`config.mk`:
```
export PLATFORM = sky130hd
export DESIGN_NAME = instr_fetch_unit
export DESIGN_NICKNAME = d
export VERILOG_FILES = /design/src/rtl/fetch_pkg.sv /design/src/rtl/next_pc_calc.sv /design/src/rtl/instr_fetch_unit.sv
export SDC_FILE = /design/constraint.sdc
export NUM_CORES = 1
export LEC_CHECK = 0
export BUFFER_PORTS_ARGS = -buffer_cell sky130_fd_sc_hd__buf_2
export CAP_MARGIN = 20
export CORE_MARGIN = 2
export CORE_UTILIZATION = 50
export CTS_CLUSTER_SIZE = 30
export DETAILED_ROUTE_END_ITERATION = 16
export PLACE_DENSITY_LB_ADDON = 0.2
export SKIP_CTS_REPAIR_TIMING = 1
export SYNTH_ARGS = -nofsm -noshare
export SYNTH_HDL_FRONTEND = slang
export SYNTH_HIERARCHICAL = 1
export SYNTH_SLANG_ARGS = --single-unit
```
`constraint.sdc`:
```
create_clock -name clk -period 4.86 [get_ports clk]
set_clock_uncertainty 0.1 [all_clocks]
set_input_delay 0.486 -clock clk [delete_from_list [all_inputs] [get_ports clk]]
set_output_delay 0.486 -clock clk [all_outputs]
set_load 0.01 [all_outputs]
```
`src/rtl/fetch_pkg.sv`:
```
`default_nettype none
// ============================================================================
// Module   : fetch_pkg
// Purpose  : Shared encodings and default vectors for the instruction fetch unit.
// Revision : 1.0  initial release
// ============================================================================
package fetch_pkg;

    localparam logic [1:0]  PC_SEL_SEQ = 2'b00;
    localparam logic [1:0]  PC_SEL_BR  = 2'b01;
    localparam logic [1:0]  PC_SEL_J   = 2'b10;
    localparam logic [1:0]  PC_SEL_JR  = 2'b11;

    localparam logic [31:0] NOP_WORD     = 32'h0000_0000;
    localparam logic [31:0] DEF_RESET_PC = 32'h0000_0000;
    localparam logic [31:0] DEF_IRQ_VEC  = 32'h8000_0004;
    localparam logic [31:0] DEF_EXC_VEC  = 32'h8000_0008;

endpackage
`default_nettype wire

```
`src/rtl/next_pc_calc.sv`:
```
`default_nettype none
// ============================================================================
// Module   : next_pc_calc
// Purpose  : Combinational candidate next-PC targets for the fetch unit.
// Revision : 1.0  initial release
// ============================================================================
module next_pc_calc (
    input  logic [31:0] pc,
    input  logic [31:0] id_pc_plus4,
    input  logic [15:0] branch_off,
    input  logic [25:0] jump_index,
    input  logic [31:0] jr_target,
    output logic [31:0] seq_next,
    output logic [31:0] br_tgt,
    output logic [31:0] jmp_tgt,
    output logic [31:0] jr_tgt
);

    logic [30:0] w_seq_low;
    logic [31:0] w_br_off;

    // The increment stays inside bits 30:0 so the supervisor bit never changes.
    assign w_seq_low = pc[30:0] + 31'd4;
    assign seq_next  = {pc[31], w_seq_low};

    assign w_br_off = {{14{branch_off[15]}}, branch_off, 2'b00};
    assign br_tgt   = id_pc_plus4 + w_br_off;

    assign jmp_tgt  = {id_pc_plus4[31:28], jump_index, 2'b00};

    // User-mode code cannot reach the kernel segment through a register jump.
    assign jr_tgt   = pc[31] ? jr_target : {1'b0, jr_target[30:0]};

endmodule
`default_nettype wire

```
`src/rtl/instr_fetch_unit.sv`:
```
`default_nettype none
// ============================================================================
// Module   : instr_fetch_unit
// Purpose  : MIPS fetch front end: PC ownership, redirects, IF/ID register, $k0 write.
// Revision : 1.0  initial release
// ============================================================================
module instr_fetch_unit
    import fetch_pkg::*;
#(
    parameter logic [31:0] RESET_PC = DEF_RESET_PC,
    parameter logic [31:0] IRQ_VEC  = DEF_IRQ_VEC,
    parameter logic [31:0] EXC_VEC  = DEF_EXC_VEC
) (
    input  logic        clk,
    input  logic        reset,
    output logic [31:0] rom_addr,
    input  logic [31:0] rom_data,
    input  logic        stall,
    input  logic        flush,
    input  logic [1:0]  pc_sel,
    input  logic [15:0] branch_off,
    input  logic [25:0] jump_index,
    input  logic [31:0] jr_target,
    input  logic        irq,
    input  logic        exc,
    output logic [31:0] pc,
    output logic        id_valid,
    output logic [31:0] id_instr,
    output logic [31:0] id_pc_plus4,
    output logic        k0_we,
    output logic [31:0] k0_data
);

    logic [31:0] pc_q, pc_d;
    logic        id_valid_q, id_valid_d;
    logic [31:0] id_instr_q, id_instr_d;
    logic [31:0] id_pc_plus4_q, id_pc_plus4_d;
    logic        k0_we_q, k0_we_d;
    logic [31:0] k0_data_q, k0_data_d;

    logic [31:0] w_seq_next;
    logic [31:0] w_br_tgt;
    logic [31:0] w_jmp_tgt;
    logic [31:0] w_jr_tgt;
    logic        w_irq_take;

    next_pc_calc u_next_pc_calc (
        .pc          (pc_q),
        .id_pc_plus4 (id_pc_plus4_q),
        .branch_off  (branch_off),
        .jump_index  (jump_index),
        .jr_target   (jr_target),
        .seq_next    (w_seq_next),
        .br_tgt      (w_br_tgt),
        .jmp_tgt     (w_jmp_tgt),
        .jr_tgt      (w_jr_tgt)
    );

    // Interrupts only enter from user mode on a plain sequential fetch.
    assign w_irq_take = irq && !pc_q[31] && !stall && (pc_sel == PC_SEL_SEQ);

    always_comb begin
        pc_d          = pc_q;
        id_valid_d    = id_valid_q;
        id_instr_d    = id_instr_q;
        id_pc_plus4_d = id_pc_plus4_q;
        k0_we_d       = 1'b0;
        k0_data_d     = k0_data_q;

        if (exc) begin
            pc_d       = EXC_VEC;
            id_valid_d = 1'b0;
            id_instr_d = NOP_WORD;
            k0_we_d    = 1'b1;
            k0_data_d  = id_pc_plus4_q - 32'd4;
        end else if (w_irq_take) begin
            pc_d       = IRQ_VEC;
            id_valid_d = 1'b0;
            id_instr_d = NOP_WORD;
            k0_we_d    = 1'b1;
            k0_data_d  = pc_q;
        end else if (stall) begin
            if (flush) begin
                id_valid_d = 1'b0;
                id_instr_d = NOP_WORD;
            end
        end else if (pc_sel != PC_SEL_SEQ) begin
            case (pc_sel)
                PC_SEL_BR: pc_d = w_br_tgt;
                PC_SEL_J:  pc_d = w_jmp_tgt;
                default:   pc_d = w_jr_tgt;
            endcase
            id_valid_d = 1'b0;
            id_instr_d = NOP_WORD;
        end else begin
            pc_d          = w_seq_next;
            id_instr_d    = rom_data;
            id_pc_plus4_d = w_seq_next;
            id_valid_d    = ~flush;
        end
    end

    always_ff @(posedge clk) begin
        if (reset) begin
            pc_q          <= RESET_PC;
            id_valid_q    <= 1'b0;
            id_instr_q    <= NOP_WORD;
            id_pc_plus4_q <= 32'd0;
            k0_we_q       <= 1'b0;
            k0_data_q     <= 32'd0;
        end else begin
            pc_q          <= pc_d;
            id_valid_q    <= id_valid_d;
            id_instr_q    <= id_instr_d;
            id_pc_plus4_q <= id_pc_plus4_d;
            k0_we_q       <= k0_we_d;
            k0_data_q     <= k0_data_d;
        end
    end

    assign pc          = pc_q;
    assign rom_addr    = pc_q;
    assign id_valid    = id_valid_q;
    assign id_instr    = id_instr_q;
    assign id_pc_plus4 = id_pc_plus4_q;
    assign k0_we       = k0_we_q;
    assign k0_data     = k0_data_q;

endmodule
`default_nettype wire

```
Word-level counts from Yosys, hierarchy flattened

Cells that the tools add are included.

Eq/ne operators: 5
Add/subtract/negate cells: 3
Reduce and logical (&&, ||, !) cells: 13
Bitwise gates (word level): 5
Multiplexer cells: 16

Operators with widths:

| cell                    | number |
|---|---|
| $mux W32                | 10 |
| $pmux W32 S2            | 1 |
| $add A32 B32 Y32        | 1 |
| $sub A32 B3 Y32 const B | 1 |
| $add A31 B3 Y31 const B | 1 |
| $mux W1                 | 5 |
| $not A1 Y1              | 5 |
| $ne A2 B1 Y1 const B    | 2 |
| $reduce_and A4 Y1       | 1 |
| $reduce_bool A2 Y1      | 2 |
| $logic_and A1 B1 Y1     | 3 |
| $ne A3 B1 Y1 const B    | 1 |
| $reduce_bool A3 Y1      | 1 |
| $reduce_or A3 Y1        | 1 |
| $eq A2 B1 Y1 const B    | 1 |
| $eq A2 B2 Y1 const B    | 1 |
| $logic_not A1 Y1        | 2 |
| $logic_not A2 Y1        | 1 |
| $reduce_and A2 Y1       | 1 |
| $reduce_or A2 Y1        | 1 |

Output and inout bits: 162
Logic and storage cells: 51
Register bits after elaboration: 130
Bits of input ports: 114

Longest topological paths before layout

Depth after elaboration: 6
Gate-level depth with buffers: 14
Gate-level depth less buffers: 14

By module

The synthesis kept the hierarchy.

By module, submodules not included:

| module           | seq. area each (um^2) | times used | cells an instance | area an instance (um^2) |
|---|---|---|---|---|
| instr_fetch_unit | 2602.5                | 1          | 783               | 6471.2 |
| next_pc_calc     | 0.0                   | 1          | 370               | 2596.2 |

Worst setup path before layout

OpenSTA, ideal clock, no wires.

Kind: input port to flip-flop
Start point: in branch_off[0]
End point: reg pc_q[28] (netlist: pc[28])
Setup time: 0.122 ns
Arrival: 2.861 ns
Stages on the path: 13
Setup slack: 1.777 ns
Data required time: 4.638 ns
Cells stage by stage: ha_1 > inv_1 > fa_1 > nor2b_4 > o31a_1 > o41a_1 > a211oi_2 > o21ai_2 > o311a_1 > a22oi_1 > a211oi_1 > a211oi_1 > nor3_1

Cells in the longest elaborated chain, start to end: 3

Ends and longest elaborated chain:

| item                 | RTL line                | RTL |
|---|---|---|
| from (decl)          | instr_fetch_unit.sv:21  | `input logic [15:0] branch_off,` |
| $add A32 B32 Y32     | next_pc_calc.sv:27      | `assign br_tgt = id_pc_plus4 + w_br_off;` |
| net w_br_tgt[28]     | instr_fetch_unit.sv:42  | `logic [31:0] w_br_tgt;` |
| $pmux W32 S2         | instr_fetch_unit.sv:88  | `case (pc_sel)` |
| $mux W32             | instr_fetch_unit.sv:87  | `end else if (pc_sel != PC_SEL_SEQ) begin` |
| to (signal assigned) | instr_fetch_unit.sv:112 | `pc_q <= pc_d;` |
| to (decl)            | instr_fetch_unit.sv:34  | `logic [31:0] pc_q, pc_d;` |

The timed path passes the listed nets, and every way through them passes these cells. The select of a mux whose other input is x is not followed.
A chain may end at the register's enable or synchronous reset.

Worst setup path after layout

Start point: reg id_pc_plus4_q[8] (netlist: id_pc_plus4[8])
End point: reg pc_q[31] (netlist: pc[31])

Cells in the longest elaborated chain, start to end: 6

Ends and longest elaborated chain:

| item                   | RTL line                | RTL |
|---|---|---|
| from (decl)            | instr_fetch_unit.sv:37  | `logic [31:0] id_pc_plus4_q, id_pc_plus4_d;` |
| from (signal assigned) | instr_fetch_unit.sv:115 | `id_pc_plus4_q <= id_pc_plus4_d;` |
| $add A32 B32 Y32       | next_pc_calc.sv:27      |  |
| net w_br_tgt[31]       | instr_fetch_unit.sv:42  |  |
| $pmux W32 S2           | instr_fetch_unit.sv:88  |  |
| $mux W32               | instr_fetch_unit.sv:87  |  |
| $mux W32               | instr_fetch_unit.sv:82  | `end else if (stall) begin` |
| $mux W32               | instr_fetch_unit.sv:76  | `end else if (w_irq_take) begin` |
| $mux W32               | instr_fetch_unit.sv:70  | `if (exc) begin` |

The timed path passes the listed nets, and every way through them passes these cells. The select of a mux whose other input is x is not followed.

==> reports/qor.csv <==
stage;metric;value;unit
outcome;outcome;finished, final reports clean;
global_route;grt_pass1_vias;8169;
global_route;grt_max_degree;67;
clock_tree;cts_sinks;130;
worst_setup_path;cpMaxStageDelayCell;a2111oi_0;
clock_tree;clock_latency;0.42;ns
drt;avgViaCountPerCell;5.833;
sta;max_freq;0.2871;GHz
sta;timing.final.crit_share;71.66;%
pwr;vdd_ir_drop_max;0.2464;mV
layout;num-nets-final;1433;
logic_synthesis;async_reset_ff_share;0;%
worst_setup_path;crit-reg2reg-launch;id_pc_plus4[8];
sta;tightest_slew;0.8072;ns
die;die_y;138.7;um
logic_synthesis;synth_ff_type;dfxtp_1;
sta;tns;0;ns
global_route;antenna_found_initial;0;
place;place_area;0.009774;sq mm
clock_tree;cts-root-buf;clkbuf_16;
sta;relSlewSlack;45.77;%
sta;rsz0062_at_grt;false;
die;die_w;138.7;um
layout;layout_commonest_cell;buf_2;
drt;route.detailed.drc;0;
sta;period_needed;3.483;ns
logic_synthesis;synth-edff-count;0;
layout;seq_area;0.002603;sq mm
logic_synthesis;netlist_area;0.009067;sq mm
global_route;grt_pass1_wl;44.78;mm
worst_setup_path;worstPathArrival;3.73;ns
worst_setup_path;critical_path.startpoint_type;register;
drt;wire_per_inst;18.56;um
place;hpwlAfterDp;19.92;mm
worst_setup_path;cp.required;5.10;ns
drt;drt-pass1-iter-count;5;
die;initial_utilization;50.65;%
logic_synthesis;ys_ff_latch;130;
job;max_cap_violations;0;
layout;multi_input_area;0.005329;sq mm
worst_setup_path;worstSetupStartpoint;id_pc_plus4[8];
drt;postRouteAntennaNets;0;
clock_tree;numCtsBuffers;17;
place;port_buffers;275;
layout;antenna_cells;0;
sta;worst_slack;1.377;ns
drt;drt-initial-drc-count;779;
die;rows;49;
layout;areaGrowthSynthToFinish;14.32;%
logic_synthesis;syn_avg_cell_area;7.864;sq um
sta;hold_violations;0;
logic_synthesis;synth.distinct_cells;69;
logic_synthesis;netlist_instances;1153;
clock_tree;clockBufferDepth;2;
pwr;power.total;2.941;mW
global_route;overflow;0;
sta;holdWs;0.1496;ns
min_path;min-delay-start;flush;
clock_tree;tritoncts;yes;
logic_synthesis;ys_seq_area_share;28.70;%
worst_setup_path;critPathKind;reg2reg;
worst_setup_path;path_max_fanout;6;
worst_setup_path;cp_cell_sequence;ha_1 > a21oi_1 > o21ai_1 > or3_1 > o211ai_2 > o21ai_2 > or4b_1 > nand4_1 > a22oi_1 > a2111oi_0 > nor2_1 > a31oi_1;
die;die-area;0.01923;sq mm
pwr;p_per_area;283.8;mW/mm^2
worst_setup_path;slowest_delay;0.54;ns
clock_tree;htreeDepth;4;
global_route;grt_usage;28.68;%
layout;drive_gt1_share;26.91;%
sta;slew_violations;0;
place;dp_slack;1.351;ns
worst_setup_path;crit_family;compound AO/OA/AOI/OAI gates;
drt;num_vias;8901;
layout;layout_common_cells;275 x buf_2, 130 x dfxtp_1, 108 x nor2_1, 108 x a211oi_1, 104 x nand2_1;
place;gp_congestion;0.9156;
logic_synthesis;ys_warn_count;6;
die;ios;276;
layout;fillers;1766;
clock_tree;path_clk_slew;0.06;ns
worst_setup_path;cp-end-kind;register;
sta;setup_viol;0;
pwr;p_leak;4.776;nW
die;core;0.01790;sq mm
min_path;hold_path_class;in2reg;
drt;routed_wl;28.32;mm
worst_setup_path;crit_buf_inv;0;
layout;fin_area;0.01037;sq mm
[worst paths after layout]
check	end	slack [ns]	cells after the start
max	pc[31]	1.38	12
min	id_valid	0.15	2
max reg2reg	pc[31]	1.38	12
min reg2reg	k0_data[31]	0.38	2
[registers in the layout, indices dropped and copies added (netlist names)]
| register | flops |
|---|---|
| id_pc_plus4 | 32 |
| id_instr | 32 |
| k0_we | 1 |
| pc | 32 |
| k0_data | 32 |
| id_valid | 1 |
[synthesized netlist by cell type (5+ instances only)]
cell type / count / share of area, %
dfxtp_1: 130 / 29
a211oi_1: 108 / 8.9
nor2_1: 108 / 4.5
nand2_1: 104 / 4.3
buf_4: 103 / 8.5
a21oi_1: 70 / 3.9
a22oi_1: 64 / 5.3
clkbuf_1: 60 / 2.5
nor2b_1: 60 / 4.1
nor3_1: 43 / 2.4
xnor2_1: 42 / 4.1
xor2_1: 35 / 3.4
ha_1: 34 / 4.7
nand4_1: 19 / 1.3
inv_1: 18 / 0.75
nand3_1: 17 / 0.94
o21ai_0: 13 / 0.72
a21o_1: 11 / 0.91
buf_2: 10 / 0.55
mux2i_1: 8 / 0.88
and3_1: 6 / 0.41
buf_1: 5 / 0.21
nor4_1: 5 / 0.34
[layout make-up]
| type | instances | area share (%) |
|---|---|---|
| multi-input cells | 827 | 51.41 |
| flip-flops and latches | 130 | 25.11 |
| repair buffers | 290 | 14.36 |
| clock buffers | 17 | 4.104 |
| well taps | 229 | 2.764 |
| clock inverters | 15 | 1.605 |
| inverters | 18 | 0.6518 |
[metrics by stage]
step	utilization, %	cells
floorplan	-	1154
global placement	54.60	1494
detailed placement	54.60	1494
CTS	57.90	1526
global route	57.90	1526
finish	57.90	1526
[kinds of logic (layout without fill, tap and decap cells)]
group	count (synthesis)	after routing	share of synthesized area (%)
multiplexers	10	10	1.132
buffers and inverters	197	340	12.67
flip-flops	130	130	28.70
XOR/XNOR	77	77	7.437
AO/OA/AOI/OAI	311	311	23.98
AND/OR/NAND/NOR	392	392	21.13
other	1	2	0.04136
adder cells (fa/ha/maj)	35	35	4.912
[per-layer routing]
layer / global-route usage, % / routed length (um) / up-vias
met5: 0 / 0 / -
met4: 6.433 / 350 / 0
met3: 4.696 / 2330 / 30
met2: 47.32 / 13230 / 392
met1: 39.65 / 12410 / 4196
li1: - / - / 4283
[report_power, final]
part	internal, mW	total [mW]	switching [mW]
clock	0.729	1.29	0.564
sequential	1.11	1.15	0.0457
combinational	0.208	0.496	0.288
total	2.04	2.94	0.898
Note: power is estimated with default switching activity, not from simulation.
